--- src/rtl/mem_port_arbiter.sv ---
// Purpose: shares one single-ported word memory between the IF (read) and DM (read/write) ports.
// Latency: ready pulses WAIT_CYCLES+2 cycles after an uncontended request; accesses spaced WAIT_CYCLES+3.
// Backpressure: requests are level-held; pipe_freeze holds the pipeline until every pending request is served.
module mem_port_arbiter #(
  parameter int ADDR_W      = 16,
  parameter int WAIT_CYCLES = 1
) (
  input  logic              clk,
  input  logic              rst,
  input  logic              if_req,
  input  logic [31:0]       if_addr,
  output logic [31:0]       if_rdata,
  output logic              if_ready,
  input  logic              dm_req,
  input  logic              dm_we,
  input  logic [31:0]       dm_addr,
  input  logic [31:0]       dm_wdata,
  output logic [31:0]       dm_rdata,
  output logic              dm_ready,
  output logic              pipe_freeze,
  output logic              sram_en,
  output logic              sram_we,
  output logic [ADDR_W-1:0] sram_addr,
  output logic [31:0]       sram_wdata,
  input  logic [31:0]       sram_rdata
);

  typedef enum logic [1:0] {IDLE, ACCESS, RESP} state_t;

  state_t             state, stateNext;
  logic [3:0]         waitCnt;
  logic               grantDm, lastGrantDm;
  logic               ifDone, dmDone;
  logic [ADDR_W-1:0]  latAddr;
  logic               latWe;
  logic [31:0]        latWdata;
  logic               ifElig, dmElig, pickDm;

  // Byte-lane bits and bits above the memory size are deliberately ignored.
  logic unusedAddrBits;
  assign unusedAddrBits = ^{if_addr[31:ADDR_W+2], if_addr[1:0],
                            dm_addr[31:ADDR_W+2], dm_addr[1:0]};

  // State register; reset abandons any access in flight.
  always_ff @(posedge clk or negedge rst) begin
    if (!rst) state <= IDLE;
    else      state <= stateNext;
  end

  // Eligibility, arbitration, next state and all memory/handshake outputs.
  always_comb begin
    ifElig      = if_req & ~ifDone;
    dmElig      = dm_req & ~dmDone;
    // DM wins a tie unless it won the previous tie-free or contended access.
    pickDm      = dmElig & (~ifElig | ~lastGrantDm);
    stateNext   = state;
    sram_en     = 1'b0;
    sram_we     = 1'b0;
    if_ready    = 1'b0;
    dm_ready    = 1'b0;
    sram_addr   = latAddr;
    sram_wdata  = latWdata;
    case (state)
      IDLE:   if (ifElig | dmElig) stateNext = ACCESS;
      ACCESS: begin
        sram_en = 1'b1;
        sram_we = latWe;
        if (waitCnt == 4'd0) stateNext = RESP;
      end
      RESP: begin
        if_ready  = ~grantDm;
        dm_ready  = grantDm;
        stateNext = IDLE;
      end
      default: stateNext = IDLE;
    endcase
    // A port counts as served in the cycle its ready pulses, so the freeze drops there.
    pipe_freeze = (if_req & ~(ifDone | if_ready)) | (dm_req & ~(dmDone | dm_ready));
  end

  // Grant latching, wait-state counting and read-data capture.
  always_ff @(posedge clk or negedge rst) begin
    if (!rst) begin
      waitCnt     <= '0;
      grantDm     <= 1'b0;
      lastGrantDm <= 1'b0;
      latAddr     <= '0;
      latWe       <= 1'b0;
      latWdata    <= '0;
      if_rdata    <= '0;
      dm_rdata    <= '0;
    end else begin
      case (state)
        IDLE: if (ifElig | dmElig) begin
          grantDm  <= pickDm;
          latAddr  <= pickDm ? dm_addr[ADDR_W+1:2] : if_addr[ADDR_W+1:2];
          latWe    <= pickDm & dm_we;
          latWdata <= pickDm ? dm_wdata : 32'd0;
          waitCnt  <= 4'(WAIT_CYCLES);
        end
        ACCESS: begin
          if (waitCnt != 4'd0) begin
            waitCnt <= waitCnt - 4'd1;
          end else begin
            lastGrantDm <= grantDm;
            if (!grantDm)    if_rdata <= sram_rdata;
            else if (!latWe) dm_rdata <= sram_rdata;
          end
        end
        default: ;
      endcase
    end
  end

  // Done bits stop a served, still-held request being re-issued within one pipeline step;
  // they clear whenever the pipeline is allowed to advance.
  always_ff @(posedge clk or negedge rst) begin
    if (!rst) begin
      ifDone <= 1'b0;
      dmDone <= 1'b0;
    end else if (!pipe_freeze) begin
      ifDone <= 1'b0;
      dmDone <= 1'b0;
    end else if (state == RESP) begin
      if (grantDm) dmDone <= 1'b1;
      else         ifDone <= 1'b1;
    end
  end

endmodule

--- config.mk ---
export PLATFORM = sky130hd
export DESIGN_NAME = mem_port_arbiter
export DESIGN_NICKNAME = d
export VERILOG_FILES = /design/src/rtl/mem_port_arbiter.sv
export SDC_FILE = /design/constraint.sdc
export NUM_CORES = 1
export LEC_CHECK = 0
export BUFFER_PORTS_ARGS = -buffer_cell sky130_fd_sc_hd__buf_4
export CAP_MARGIN = 15
export CORE_UTILIZATION = 41
export CTS_CLUSTER_DIAMETER = 150
export CTS_CLUSTER_SIZE = 8
export DETAILED_ROUTE_END_ITERATION = 7
export PLACE_DENSITY = 0.76
export REMOVE_ABC_BUFFERS = 1
export SLEW_MARGIN = 20
export SYNTH_ARGS = -nofsm -noshare
export SYNTH_HDL_FRONTEND = slang
export SYNTH_SLANG_ARGS = --single-unit
--- constraint.sdc ---
create_clock -name clk -period 1.7 [get_ports clk]
set_input_delay 0.255 -clock clk [delete_from_list [all_inputs] [get_ports clk]]
set_output_delay 0.255 -clock clk [all_outputs]
set_load 0.01 [all_outputs]
==> results.json, run 1 <==
{
  "groute.usage.overall_pct": 21.97,
  "std_cell_rows": 39,
  "slew_headroom_pct": 69.09,
  "final_cell_mix": "234 x buf_4, 123 x dfrtp_1, 35 x a21oi_1",
  "regArea_um2": 3078,
  "clkTransAtPathRegs_ns": 0.05,
  "area_growth_pct": 57.30,
  "hp-class": "primary input to flop",
  "dr.pass1.iters": 7,
  "drc_errors": 40,
  "violations": "DRC, setup timing",
  "layout.nets": 738,
  "fillers": 842,
  "ant_nets": 0,
  "die-area_um2": 12390,
  "rsz0062_at_grt": "true",
  "dp_hpwl_mm": 8.528,
  "arrival_ns": 2.09,
  "drive_above_1_share_pct": 59.42,
  "power.leakage_uw": 0.003867,
  "cp_slowest_cell": "or4_4",
  "start_util_pct": 42.55,
  "max_freq_ghz": 0.5553,
  "port-buffer-count": 217,
  "h-tree-depth": 4,
  "powerDensity_nw_per_um2": 2038,
  "setup_ws_ns": -0.1009,
  "fp.dieH_um": 111.3,
  "place_congestion": 0.7915,
  "fin_skew_ns": 0.008591,
  "die_x_um": 111.3,
  "cts_inserted_buffers": 17,
  "cts-root-buf": "clkbuf_16",
  "synth_warnings": 0,
  "synthCells": 352,
  "critPathKind": "flop to flop",
  "setup_tns_ns": -2.843,
  "yosysSeqAreaShare_pct": 62.82,
  "dpl.cell_count": 713,
  "viasPerCell": 5.109,
  "drt_iter0_drc": 219,
  "antenna_found_initial": 0,
  "syn_area_um2": 4900,
  "max_cap_violations": 0,
  "crit_path_end_kind": "flop",
  "fin_crit_sh_pct": 105.9,
  "synth.avg_cell_area_um2": 13.92,
  "grt_pass1_wl_mm": 20.96,
  "hold_viol_final": 0,
  "drv_slew": 0,
  "fin_cells": 759,
  "antenna_cells": 0,
  "worst_pin_slew_ns": 0.4626,
  "vias": 3878,
  "clock_path_buffers": 2,
  "clkLatencyLatePin_ns": 0.41,
  "max_stage_delay_ns": 0.50,
  "ir_drop_v": 0.0009741,
  "final.min_clock_period_ns": 1.801,
  "cts_tree": "yes",
  "final_util_pct": 66.93,
  "worstPathCellList": "inv_2, ha_4, nand2b_4, or4_4, buf_16, mux2_4",
  "synth_cell_type_count": 32,
  "grt-ovfl-total": 0,
  "place_ws_ns": -0.2653,
  "setup_viol": 35,
  "crit_required_ns": 1.99,
  "wirelength_mm": 13.12,
  "core_um2": 11520,
  "status": "finished with violations",
  "crit_path_start_kind": "flop",
  "critPathMaxFanout": 16,
  "layout_commonest_cell": "buf_4",
  "ys_ff_latch": 123,
  "wire_per_inst_um": 17.29,
  "io_pins": 250,
  "cts.sinks": 123,
  "grt_max_degree": 52,
  "multi_input_area_um2": 1782,
  "grt_pass1_vias": 4015
}
[cell families (layout without fill, tap and decap cells)]
family | Yosys count | after routing | share of synthesized area, %
flip-flops | 123 | 123 | 62.82
AND/OR/NAND/NOR | 62 | 62 | 6.129
AO/OA/AOI/OAI | 75 | 75 | 10.62
buffers and inverters | 24 | 288 | 2.477
multiplexers | 66 | 66 | 17.44
adder cells (fa/ha/maj) | 2 | 2 | 0.5106
[synth_stat cells]
cell type    n  share of area [%]
nand3b_1     2               0.31
or4_1        1               0.15
mux2_2      35                8.0
buf_6        3               0.69
mux2_4      30                9.2
mux2i_1      1               0.20
a31o_2       1               0.18
nand2b_4     1               0.28
a211oi_2     1               0.26
a22o_1      33                5.9
a21oi_1     35                3.6
nor2_2       1               0.13
inv_1        4               0.31
and2_1       2               0.26
nor3_2       1               0.20
a21o_1       1               0.15
o21ai_0      2               0.20
ha_1         2               0.51
nor3b_1      2               0.31
nand4b_1     1               0.18
a211o_1      1               0.18
nor2b_1      1               0.13
nor2_1      21                1.6
nand2b_1     4               0.51
nor4_1       1               0.13
nor3_1       2               0.20
dfrtp_1    123                 63
buf_2        7               0.71
o22a_1       1               0.18
and3_1       1               0.13
clkbuf_1    10               0.77
nand2_1     21                1.6
[per-layer routing]
metal | wire length, um | global-route usage (%) | up-vias
li1 | - | - | 1760
met2 | 6454 | 36.13 | 186
met5 | 0 | 0 | -
met3 | 1138 | 7.654 | 10
met1 | 5386 | 26.85 | 1922
met4 | 143 | 7.838 | 0
[layout make-up]
| type | count | share of cell area (%) |
|---|---|---|
| clock buffers | 22 | 6.153 |
| inverters | 4 | 0.2922 |
| well taps | 143 | 2.321 |
| repair buffers | 252 | 26.98 |
| flip-flops and latches | 123 | 39.94 |
| clock inverters | 10 | 1.201 |
| multi-input cells | 205 | 23.12 |
[critical path: cells and delay by family, from the launching register on]
family	cells	cell delay, ns
flip-flops	1	0.39
buffers and inverters	2	0.29
multiplexers	1	0.30
adder cells (fa/ha/maj)	1	0.15
AND/OR/NAND/NOR	2	0.55
[timing repair]
item	4_1_cts	5_1_grt
cloned	2	2
resized for setup	22	10
endpoints found under the hold margin	27	0
pin swaps	0	4
hold buffers	1	0
setup endpoints to repair	67	97
setup buffers	6	3
[power by group]
group / switching (uW) / internal [uW]
Clock: 1270 / 2120
Sequential: 879 / 4390
Combinational: 2930 / 4120
Total: 5080 / 10600
[registers in the layout, summed over array words and instances, names as in the netlist]
register,cells
dmDone,1
dm_rdata,32
grantDm,1
ifDone,1
if_rdata,32
lastGrantDm,1
latWe,1
sram_addr,16
sram_wdata,32
state,2
waitCnt,4
[final timing paths]
check / from / end / slack, ns / cells after the start
hold / removal: dm_wdata[16] / sram_wdata[16] / 0.06 / 2
hold reg to reg: dm_rdata[18] / dm_rdata[18] / 0.50 / 1
min in group asynchronous: rst / if_rdata[19] / 0.32 / 2
max in group asynchronous: rst / sram_wdata[9] / 0.76 / 3
setup reg to reg: waitCnt[0] / if_rdata[13] / -0.10 / 6
setup / recovery: waitCnt[0] / if_rdata[13] / -0.10 / 6
[stage by stage]
| stage | cell area (um2) | hold slack [ns] | power [uW] |
|---|---|---|---|
| 2_1_floorplan | 4793 | -0.04059 | 8364 |
| 3_3_place_gp | 6848 | 0.2077 | 11540 |
| 3_5_place_dp | 6848 | 0.2102 | 11770 |
| 4_1_cts | 7596 | 0.03791 | 15620 |
| 5_1_grt | 7707 | 0.04029 | 16550 |
| 6_report | 7707 | 0.05941 | 15710 |
(Power assumes the default switching activity.)
==> run 2, diff against run 1 <==
--- a/config.mk
+++ b/config.mk
@@ -7,13 +7,14 @@
 export LEC_CHECK = 0
 export BUFFER_PORTS_ARGS = -buffer_cell sky130_fd_sc_hd__buf_4
 export CAP_MARGIN = 15
-export CORE_UTILIZATION = 41
+export CORE_UTILIZATION = 45
 export CTS_CLUSTER_DIAMETER = 150
 export CTS_CLUSTER_SIZE = 8
 export DETAILED_ROUTE_END_ITERATION = 7
-export PLACE_DENSITY = 0.76
+export PLACE_DENSITY = 0.85
 export REMOVE_ABC_BUFFERS = 1
 export SLEW_MARGIN = 20
 export SYNTH_ARGS = -nofsm -noshare
 export SYNTH_HDL_FRONTEND = slang
 export SYNTH_SLANG_ARGS = --single-unit
+export TNS_END_PERCENT = 50
==> constraint.sdc (replaced) <==
create_clock -name clk -period 1.8 [get_ports clk]
set_input_delay 0.27 -clock clk [delete_from_list [all_inputs] [get_ports clk]]
set_output_delay 0.27 -clock clk [all_outputs]
set_load 0.01 [all_outputs]
==> results.json, run 2 (synthesis results as in run 1) <==
{
  "status": "finished with violations",
  "violations": "setup timing",
  "slew_headroom_pct": 68.15,
  "crit_path_end_kind": "flop",
  "powerDensity_nw_per_um2": 1842,
  "antenna_cells": 0,
  "r2r_setup_slack_ns": -0.07,
  "drv_slew": 0,
  "worstPathCellList": "inv_2, ha_4, nand2b_4, or4_4, clkbuf_16, mux2_4",
  "rsz0062_at_grt": "true",
  "start_util_pct": 46.83,
  "antenna_found_initial": 0,
  "drc_errors": 0,
  "r2r_cells": 6,
  "clkLatencyLatePin_ns": 0.51,
  "max_cap_violations": 0,
  "viasPerCell": 5.210,
  "layout.nets": 819,
  "reg2reg_from": "waitCnt[0]",
  "final_cell_mix": "242 x buf_4, 123 x dfrtp_1, 78 x dlygate4sd3_1",
  "dr.pass1.iters": 4,
  "clkTransAtPathRegs_ns": 0.06,
  "r2r-end": "if_rdata[23]",
  "critPathMaxFanout": 8,
  "grt_pass1_wl_mm": 24.72,
  "ir_drop_v": 0.001116,
  "cp_num_cells": 6,
  "max_freq_ghz": 0.5341,
  "cts.sinks": 123,
  "drive_above_1_share_pct": 53.02,
  "worst_pin_slew_ns": 0.4768,
  "critPathKind": "flop to flop",
  "fin_skew_ns": 0.007997,
  "grt_max_degree": 61,
  "cts-root-buf": "clkbuf_8",
  "fin_cells": 832,
  "hold_viol_final": 0,
  "setup_viol": 34,
  "area_growth_pct": 73.31,
  "wire_per_inst_um": 19.80,
  "place_congestion": 0.7772,
  "die_x_um": 106.3,
  "core_um2": 10460,
  "crit_path_start_kind": "flop",
  "fp.dieH_um": 106.3,
  "port-buffer-count": 217,
  "grt-ovfl-total": 0,
  "grt_pass1_vias": 4601,
  "ant_nets": 0,
  "final.min_clock_period_ns": 1.872,
  "layout_commonest_cell": "buf_4",
  "std_cell_rows": 37,
  "cts_inserted_buffers": 17,
  "drt_iter0_drc": 242,
  "fin_crit_sh_pct": 104.0,
  "vias": 4335,
  "cts_tree": "yes",
  "crit_buf_inv": 2,
  "io_pins": 250,
  "cp_slowest_cell": "or4_4",
  "hp-class": "primary input to flop",
  "groute.usage.overall_pct": 29.26,
  "holdPathStages": 3,
  "die-area_um2": 11310,
  "wirelength_mm": 16.47,
  "crit_family": "simple AND/OR/NAND/NOR gates",
  "arrival_ns": 2.26,
  "dpl.cell_count": 708,
  "hp-start": "if_addr[12]",
  "dp_hpwl_mm": 8.747,
  "crit_required_ns": 2.19,
  "h-tree-depth": 4,
  "max_stage_delay_ns": 0.53,
  "min_delay_worst_endpoint": "sram_addr[10]",
  "clock_path_buffers": 2,
  "setup_ws_ns": -0.07229,
  "power.leakage_uw": 0.004228,
  "final_util_pct": 81.16,
  "power_uw": 15650
}
-- run 2: cell types whose count changed in the layout (fill, tap and decap cells not counted), moves of 3 or more --
| cell | change |
|---|---|
| bufinv_16 | +3 |
| buf_4 | +8 |
| dlygate4sd3_1 | +77 |
| clkinvlp_4 | -4 |
| clkbuf_8 | +3 |
-- run 2: worst max-delay path by stage --
stage | start | to
after global placement | waitCnt[0] | if_rdata[31]
final | waitCnt[0] | if_rdata[23]
after CTS | state[0] | pipe_freeze
after detailed placement | waitCnt[0] | if_rdata[15]
after global routing | state[0] | pipe_freeze
after floorplan | ifDone | latWe
-- run 2: worst reg2reg max path: cells and delay by family, from the launching register on --
| kind | cells | cell delay (ns) |
|---|---|---|
| adder cells (fa/ha/maj) | 1 | 0.15 |
| multiplexers | 1 | 0.31 |
| flip-flops | 1 | 0.39 |
| buffers and inverters | 2 | 0.32 |
| AND/OR/NAND/NOR | 2 | 0.58 |
-- run 2: report_power, final --
group / switching [uW] / total (uW) / internal (uW)
Clock: 1200 / 3620 / 2420
Sequential: 918 / 5070 / 4150
Combinational: 2990 / 6960 / 3970
Total: 5110 / 15600 / 10500
-- run 2: final cells by class --
cell class	instances	area (um2)
Fill cell	527	1971
Timing Repair Buffer	333	2834
Tap cell	136	170.2
Inverter	4	17.52
Clock inverter	7	135.1
Clock buffer	24	490.5
Multi-Input combinational cell	205	1767
Sequential cell	123	3078
-- run 2: stage by stage --
stage / hold WS [ns] / instance area, um2 / setup WS (ns) / TNS, ns
finish: 0.01971 / 8492 / -0.07229 / -1.007
global route: 0.004289 / 8492 / -0.1125 / -2.202
CTS: 0.002344 / 8397 / -0.06332 / -0.4794
detailed placement: 0.1209 / 6830 / -0.1620 / -4.830
global placement: 0.1203 / 6830 / -0.1198 / -3.672
floorplan: -0.02559 / 4793 / -0.6229 / -56.54
-- run 2: timing repair --
action | 4_1_cts | 5_1_grt
setup buffers | 6 | 6
gates cloned | 2 | 1
resized for setup | 19 | 7
hold endpoints to repair | 225 | 0
pin swaps | 0 | 1
endpoints found under the setup margin | 35 | 55
hold buffers | 78 | 0
-- run 2: layer usage --
metal / wire length [um] / global-route usage, %
met5: 0 / 0
met3: 1330 / 9.381
met2: 8316 / 49.40
met4: 408 / 11.61
met1: 6417 / 34.53
